==> src/rtl/display_pkg.sv <==
// Shared types and segment constants for the BCD display scanner.
package display_pkg;

   localparam int unsigned BCD_W   = 16;
   localparam int unsigned SEG_W   = 7;
   localparam int unsigned NIB_W   = 4;
   localparam int unsigned DIGIT_N = 4;

   typedef enum logic [1:0] {
      S_WAIT = 2'd0,
      S_REQ  = 2'd1,
      S_CAPT = 2'd2,
      S_REL  = 2'd3
   } state_t;

   // Active-high patterns, bit order {g,f,e,d,c,b,a}
   localparam logic [SEG_W-1:0] SEG_BLANK = 7'h00;
   localparam logic [SEG_W-1:0] SEG_DASH  = 7'h40;
   localparam logic [SEG_W-1:0] SEG_0     = 7'h3F;
   localparam logic [SEG_W-1:0] SEG_1     = 7'h06;
   localparam logic [SEG_W-1:0] SEG_2     = 7'h5B;
   localparam logic [SEG_W-1:0] SEG_3     = 7'h4F;
   localparam logic [SEG_W-1:0] SEG_4     = 7'h66;
   localparam logic [SEG_W-1:0] SEG_5     = 7'h6D;
   localparam logic [SEG_W-1:0] SEG_6     = 7'h7D;
   localparam logic [SEG_W-1:0] SEG_7     = 7'h07;
   localparam logic [SEG_W-1:0] SEG_8     = 7'h7F;
   localparam logic [SEG_W-1:0] SEG_9     = 7'h6F;

endpackage

==> src/rtl/bcd_display_scanner_if.sv <==
// Conversion handshake between the scanner (master) and the binary-to-BCD converter (slave).
interface bcd_display_scanner_if;
   import display_pkg::*;

   logic             conv_start;
   logic             conv_ready;
   logic [BCD_W-1:0] conv_bcd;

   modport master (output conv_start, input conv_ready, input conv_bcd);
   modport slave  (input conv_start, output conv_ready, output conv_bcd);

endinterface

==> src/rtl/bcd_to_7seg.sv <==
// Combinational BCD nibble to active-high 7-segment pattern; non-decimal nibbles show a dash.
module bcd_to_7seg
   import display_pkg::*;
(
   input  logic [NIB_W-1:0] nibble,
   input  logic             blank,
   output logic [SEG_W-1:0] seg_c
);

   // Blanking overrides the decode
   always_comb begin
      seg_c = SEG_DASH;
      if (blank) begin
         seg_c = SEG_BLANK;
      end else begin
         case (nibble)
            4'd0:    seg_c = SEG_0;
            4'd1:    seg_c = SEG_1;
            4'd2:    seg_c = SEG_2;
            4'd3:    seg_c = SEG_3;
            4'd4:    seg_c = SEG_4;
            4'd5:    seg_c = SEG_5;
            4'd6:    seg_c = SEG_6;
            4'd7:    seg_c = SEG_7;
            4'd8:    seg_c = SEG_8;
            4'd9:    seg_c = SEG_9;
            default: seg_c = SEG_DASH;
         endcase
      end
   end

endmodule

==> src/rtl/bcd_display_scanner.sv <==
// Requests periodic BCD conversions, captures the result and scans it onto a 4-digit display.
module bcd_display_scanner
   import display_pkg::*;
#(
   parameter int unsigned REFRESH_DIV = 100000,
   parameter int unsigned SAMPLE_DIV  = 10000000,
   parameter int unsigned TIMEOUT     = 64,
   parameter bit          ACTIVE_LOW  = 1'b1,
   parameter bit          BLANK_LZ    = 1'b1
)(
   input  logic                 clk,
   input  logic                 reset,
   input  logic                 enable,
   bcd_display_scanner_if.master conv,
   output logic [SEG_W-1:0]     seg,
   output logic                 dp,
   output logic [DIGIT_N-1:0]   an,
   output logic [BCD_W-1:0]     disp_value,
   output logic                 update_pulse,
   output logic                 conv_err
);

   localparam int unsigned SAMPLE_W  = (SAMPLE_DIV  > 1) ? $clog2(SAMPLE_DIV)  : 1;
   localparam int unsigned REFRESH_W = (REFRESH_DIV > 1) ? $clog2(REFRESH_DIV) : 1;
   localparam int unsigned TMO_W     = (TIMEOUT     > 1) ? $clog2(TIMEOUT)     : 1;
   localparam int unsigned IDX_W     = 2;

   localparam logic [SAMPLE_W-1:0]  SAMPLE_LAST  = SAMPLE_W'(SAMPLE_DIV - 1);
   localparam logic [REFRESH_W-1:0] REFRESH_LAST = REFRESH_W'(REFRESH_DIV - 1);
   localparam logic [TMO_W-1:0]     TMO_LAST     = TMO_W'(TIMEOUT - 1);

   // Polarity masks: XOR with these turns an active-high value into the pin level
   localparam logic [SEG_W-1:0]   SEG_OFF = {SEG_W{ACTIVE_LOW}};
   localparam logic [DIGIT_N-1:0] AN_OFF  = {DIGIT_N{ACTIVE_LOW}};

   state_t               state, state_d;
   logic [SAMPLE_W-1:0]  sample_cnt;
   logic [REFRESH_W-1:0] refresh_cnt;
   logic [TMO_W-1:0]     tmo_cnt, tmo_d;
   logic [IDX_W-1:0]     digit_idx;
   logic                 start_q, start_d;
   logic [BCD_W-1:0]     disp_d;
   logic                 pulse_d;
   logic                 err_d;
   logic                 tick;
   logic [NIB_W-1:0]     nibble;
   logic [BCD_W-1:0]     upper;
   logic                 blank;
   logic [SEG_W-1:0]     pattern_c;
   logic [DIGIT_N-1:0]   onehot;

   assign tick            = (sample_cnt == SAMPLE_LAST);
   assign conv.conv_start = start_q;

   // Free-running sample divider
   always_ff @(posedge clk or posedge reset) begin
      if (reset) begin
         sample_cnt <= '0;
      end else if (tick) begin
         sample_cnt <= '0;
      end else begin
         sample_cnt <= sample_cnt + SAMPLE_W'(1);
      end
   end

   // Handshake FSM state and registered outputs
   always_ff @(posedge clk or posedge reset) begin
      if (reset) begin
         state        <= S_WAIT;
         tmo_cnt      <= '0;
         start_q      <= 1'b0;
         disp_value   <= '0;
         update_pulse <= 1'b0;
         conv_err     <= 1'b0;
      end else begin
         state        <= state_d;
         tmo_cnt      <= tmo_d;
         start_q      <= start_d;
         disp_value   <= disp_d;
         update_pulse <= pulse_d;
         conv_err     <= err_d;
      end
   end

   // Next state; capture waits one cycle after ready so the converter's bcd register has settled
   always_comb begin
      state_d = state;
      tmo_d   = tmo_cnt;
      disp_d  = disp_value;
      pulse_d = 1'b0;
      err_d   = conv_err;
      case (state)
         S_WAIT: begin
            tmo_d = '0;
            if (tick && enable) begin
               state_d = S_REQ;
            end
         end
         S_REQ: begin
            if (conv.conv_ready) begin
               state_d = S_CAPT;
            end else if (tmo_cnt == TMO_LAST) begin
               err_d   = 1'b1;
               state_d = S_REL;
            end else begin
               tmo_d = tmo_cnt + TMO_W'(1);
            end
         end
         S_CAPT: begin
            disp_d  = conv.conv_bcd;
            pulse_d = 1'b1;
            err_d   = 1'b0;
            state_d = S_REL;
         end
         S_REL: begin
            if (!conv.conv_ready) begin
               state_d = S_WAIT;
            end
         end
         default: state_d = S_WAIT;
      endcase
      start_d = (state_d == S_REQ) || (state_d == S_CAPT);
   end

   // Digit refresh divider and scan index
   always_ff @(posedge clk or posedge reset) begin
      if (reset) begin
         refresh_cnt <= '0;
         digit_idx   <= '0;
      end else if (refresh_cnt == REFRESH_LAST) begin
         refresh_cnt <= '0;
         digit_idx   <= digit_idx + IDX_W'(1);
      end else begin
         refresh_cnt <= refresh_cnt + REFRESH_W'(1);
      end
   end

   // Active nibble and leading-zero blanking (digit blank when it and all higher nibbles are zero)
   always_comb begin
      nibble = disp_value[{digit_idx, 2'b00} +: NIB_W];
      upper  = disp_value >> {digit_idx, 2'b00};
      blank  = BLANK_LZ && (digit_idx != '0) && (upper == '0);
      onehot = DIGIT_N'(1) << digit_idx;
   end

   bcd_to_7seg u_dec (
      .nibble (nibble),
      .blank  (blank),
      .seg_c  (pattern_c)
   );

   // Segments and anodes update on the same edge to avoid ghosting
   always_ff @(posedge clk or posedge reset) begin
      if (reset) begin
         seg <= SEG_OFF;
         an  <= AN_OFF;
         dp  <= ACTIVE_LOW;
      end else begin
         seg <= pattern_c ^ SEG_OFF;
         an  <= onehot ^ AN_OFF;
         dp  <= ACTIVE_LOW;
      end
   end

endmodule
==> src/flat_wrapper.sv <==
// flat-port wrapper written by rule: the top's interface ports become plain ports
module bcd_display_scanner_flat import display_pkg::*;
#(
   parameter int unsigned REFRESH_DIV = 100000,
   parameter int unsigned SAMPLE_DIV  = 10000000,
   parameter int unsigned TIMEOUT     = 64,
   parameter bit          ACTIVE_LOW  = 1'b1,
   parameter bit          BLANK_LZ    = 1'b1
)
  (clk, reset, enable, seg, dp, an, disp_value, update_pulse, conv_err, conv_conv_start, conv_conv_ready, conv_conv_bcd);
  bcd_display_scanner_if conv_i ();
  input  logic clk;
  input  logic reset;
  input  logic enable;
  output logic [SEG_W-1:0] seg;
  output logic dp;
  output logic [DIGIT_N-1:0] an;
  output logic [BCD_W-1:0] disp_value;
  output logic update_pulse;
  output logic conv_err;
  output wire logic [$bits(conv_i.conv_start)-1:0] conv_conv_start;
  input wire logic [$bits(conv_i.conv_ready)-1:0] conv_conv_ready;
  input wire logic [$bits(conv_i.conv_bcd)-1:0] conv_conv_bcd;
  assign conv_conv_start = conv_i.conv_start;
  assign conv_i.conv_ready = conv_conv_ready;
  assign conv_i.conv_bcd = conv_conv_bcd;
  bcd_display_scanner #(.REFRESH_DIV(REFRESH_DIV), .SAMPLE_DIV(SAMPLE_DIV), .TIMEOUT(TIMEOUT), .ACTIVE_LOW(ACTIVE_LOW), .BLANK_LZ(BLANK_LZ)) u_core (.clk(clk), .reset(reset), .enable(enable), .conv(conv_i), .seg(seg), .dp(dp), .an(an), .disp_value(disp_value), .update_pulse(update_pulse), .conv_err(conv_err));
endmodule
==> config.mk <==
export PLATFORM = sky130hd
export DESIGN_NAME = bcd_display_scanner_flat
export DESIGN_NICKNAME = d
export VERILOG_FILES = /design/src/rtl/display_pkg.sv /design/src/rtl/bcd_display_scanner_if.sv /design/src/rtl/bcd_to_7seg.sv /design/src/rtl/bcd_display_scanner.sv /design/src/flat_wrapper.sv
export SDC_FILE = /design/constraint.sdc
export NUM_CORES = 1
export LEC_CHECK = 0
export CAP_MARGIN = 20
export CORE_MARGIN = 1.5
export CORE_UTILIZATION = 45
export CTS_CLUSTER_DIAMETER = 50
export DETAILED_ROUTE_END_ITERATION = 6
export PLACE_DENSITY = 0.67
export SKIP_LAST_GASP = 1
export SYNTH_ARGS = -nofsm -noshare
export SYNTH_HDL_FRONTEND = slang
export SYNTH_SLANG_ARGS = --single-unit
==> constraint.sdc <==
create_clock -name clk -period 5.8 [get_ports clk]
set_clock_uncertainty 0.05 [all_clocks]
set_input_delay 0.58 -clock clk [delete_from_list [all_inputs] [get_ports clk]]
set_output_delay 0.58 -clock clk [all_outputs]
set_load 0.05 [all_outputs]
==> impl_metrics.py <==
metrics = {
    "global_route": {
        "grt_max_degree": 82,
        "overflow": 0,
        "grt_usage": 0.165,
        "grt_pass1_wl_um": 11600,
        "grt_pass1_vias": 2488,
        "antenna_found_initial": 0,
    },
    "die": {
        "coreArea_um2": 8220,
        "start_util": 0.464,
        "die_h_um": 95,
        "dieArea_um2": 9030,
        "die_w_um": 95,
        "num_rows": 33,
        "ioPinCount": 51,
    },
    "setup_path": {
        "crit_required_ns": 6.05,
        "crit_fanout": 7,
        "cpMostUsedCell": "inv_1",
        "cp_cell_sequence": "mux4_2 -> inv_1 -> ha_1 -> inv_1 -> or4_1 -> a211o_1 -> o21a_1 -> nand2_1",
        "critPathBufInv": 2,
        "slowest_stage": "mux4_2",
        "path_class": "reg2reg",
        "start_kind": "flip-flop",
        "slowest_delay_ns": 0.62,
        "endpoint_kind": "flip-flop",
        "arrival_ns": 2.93,
        "path_delay_family": "multiplexers",
    },
    "detailed_routing": {
        "drt-vias-per-instance": 5.10,
        "vias": 2603,
        "postRouteAntennaNets": 0,
        "drtPass1Iterations": 4,
        "wl_per_cell_um": 13.5,
        "drtIter0Drc": 98,
        "wirelength_um": 6870,
        "drc": 0,
    },
    "cells_and_area": {
        "fin_area_um2": 4630,
        "syn_to_final_growth_pct": 21.5,
        "layout.nets": 432,
        "fin_cells": 510,
        "drive_gt1_frac": 0.131,
        "diodes": 0,
    },
    "power_and_ir_drop": {
        "p_sw_frac": 0.409,
        "switchingPower_mw": 0.839,
        "pwr_density_cell_nw_per_um2": 443,
        "max-vdd-ir-drop_v": 0.000205,
        "seqPwrFrac": 0.385,
        "leakagePower_nw": 2.00,
        "p_clk_frac": 0.204,
        "power_mw": 2.05,
        "power_frac_comb": 0.411,
        "p_int_mw": 1.21,
    },
    "sta": {
        "period_minus_slack_ns": 2.68,
        "setup_viol": 0,
        "hold_viol": 0,
        "slew_violations": 0,
        "tns_ns": 0,
        "rsz0062_at_grt": "no",
        "post-route-period-util": 0.462,
        "maxSlewHeadroom": 0.629,
        "worst_pin_slew_ns": 0.552,
        "fmax_ghz": 0.373,
        "fin_hold_ws_ns": 0.440,
    },
    "synthesis": {
        "synth_top_area_cell": "dfrtp_1",
        "ys_dominant_reg_cell": "dfrtp_1",
        "syn-num-nets": 378,
        "synthArstFlopShare": 1.00,
        "yosysMostFrequentCell": "dfrtp_1",
        "syn_area_per_cell_um2": 11.0,
        "yosys_warnings": 0,
        "netlist_area_um2": 3810,
        "synthCells": 346,
        "ys_seq_elements": 81,
        "synthTopCellsByArea": "dfrtp_1 (46%), dfstp_2 (7.6%), mux2_2 (5.0%)",
        "synth-edff-count": 0,
        "netlist_top_cells_count": "dfrtp_1 (70), nor2_1 (40), nand2_1 (26), xnor2_1 (19), xor2_1 (19)",
        "netlist.area_leader.share": 0.460,
        "yosysSeqAreaShare": 0.536,
        "synth_cell_types": 45,
    },
    "worst_hold_path": {
        "hp-class": "reg2reg",
    },
    "run_status": {
        "status": "finished, final reports clean",
    },
    "clock_tree": {
        "clk_latency_ns": 0.35,
        "cts.clk_slew.worst_paths_ns": 0.09,
        "cts_sinks": 81,
        "htree_levels": 3,
        "clockRootBuffer": "clkbuf_8",
        "holdBufCountCts": 0,
        "cts_tree": "done",
        "post_cts_resized": 0,
        "numCtsBuffers": 9,
        "cts_setup_buffers": 0,
        "cts.path.max_buffers": 2,
    },
    "placement": {
        "dp_hpwl_um": 4870,
        "io_buffers": 49,
        "dpl-instance-area_um2": 4400,
        "place_inst": 493,
        "place.gp.congestion": 0.840,
    },
    "run": {
        "maxCapViolations": 0,
    },
}
layout make-up:
class / count / area [um^2]
Fill cell: 716 / 3590
Sequential cell: 81 / 2040
Tap cell: 105 / 131
Multi-Input combinational cell: 241 / 1660
Timing Repair Buffer: 52 / 533
Clock buffer: 9 / 124
Inverter: 15 / 57.6
Clock inverter: 7 / 78.8
routing by layer:
metal	wire length, um	track usage
met1	3330	0.227
met2	3240	0.257
met3	198	0.0314
met4	107	0.0672
met5	0	0
stage by stage:
stage	util	worst slack (ns)
2_1_floorplan	-	3.11
3_3_place_gp	0.535	3.21
3_5_place_dp	0.535	3.14
4_1_cts	0.560	3.11
5_1_grt	0.563	2.93
6_report	0.563	3.12
flip-flops by register name (all words and copies together), names as in the netlist:
register,flops
u_core.seg,7
u_core.refresh_cnt,17
u_core.conv_err,1
u_core.sample_cnt,24
u_core.conv.conv_start,1
u_core.digit_idx,2
u_core.an,4
u_core.state,2
u_core.update_pulse,1
u_core.tmo_cnt,6
u_core.disp_value,16
cell usage in the layout, fill, tap and decap left out, types with 3 or more instances in the layout:
cell / Yosys / layout
nor3_1: 4 / 4
nor2_1: 40 / 40
or3_1: 3 / 3
clkbuf_8: 0 / 9
dfrtp_1: 70 / 70
dfstp_2: 11 / 11
nand3_1: 16 / 16
o21ai_0: 12 / 12
nor2b_1: 3 / 3
mux4_2: 4 / 4
inv_1: 15 / 14
mux2_2: 17 / 17
nor4_1: 6 / 6
nand2_1: 26 / 26
o21ai_1: 4 / 4
and2_1: 6 / 6
nand4_1: 10 / 10
ha_1: 12 / 12
clkdlybuf4s50_1: 0 / 49
xor2_1: 19 / 19
xnor2_1: 19 / 19
a21oi_1: 6 / 6
and3_1: 6 / 6
and4_1: 7 / 7
kinds of logic (layout without fill, tap and decap cells):
| kind of cell | count (synthesis) | count (layout) | share of synthesized area |
|---|---|---|---|
| buffers and inverters | 24 | 83 | 0.0276 |
| and+or+nand+nor | 136 | 136 | 0.184 |
| xor gates and xnor gates | 38 | 38 | 0.0874 |
| DFF | 81 | 81 | 0.536 |
| AOI/OAI and AO/OA | 32 | 32 | 0.0483 |
| adders and majority gates | 12 | 12 | 0.0394 |
| muxes | 22 | 22 | 0.0765 |
| other | 1 | 1 | 0.000985 |
worst register-to-register path, cell delays in order, from the launching register on:
cell and delay (ns):
dfrtp_1 0.53, mux4_2 0.62, inv_1 0.13, ha_1 0.18, inv_1 0.06, or4_1 0.49
a211o_1 0.36, o21a_1 0.15, nand2_1 0.06
power groups by stage:
stage	sequential [mW]	clock [mW]	combinational, mW
final	0.791	0.419	0.842
after global routing	0.809	0.458	0.905
after CTS	0.792	0.432	0.847
after detailed placement	0.804	0	0.844
after global placement	0.800	0	0.842
after floorplan	1.09	0	0.294
final timing paths:
kind                                          to                  start  depth (start not counted)  slack, ns
min                        u_core.refresh_cnt[0]  u_core.refresh_cnt[0]                          1       0.44
max                                u_core.seg[3]    u_core.digit_idx[0]                          8       3.12
min in group asynchronous  u_core.sample_cnt[10]                  reset                          3       0.45
max reg2reg                        u_core.seg[3]    u_core.digit_idx[0]                          8       3.12
max in group asynchronous          u_core.seg[6]                  reset                          4       4.66
min reg2reg                u_core.refresh_cnt[0]  u_core.refresh_cnt[0]                          1       0.44
Note: power is estimated with default switching activity, not from simulation.
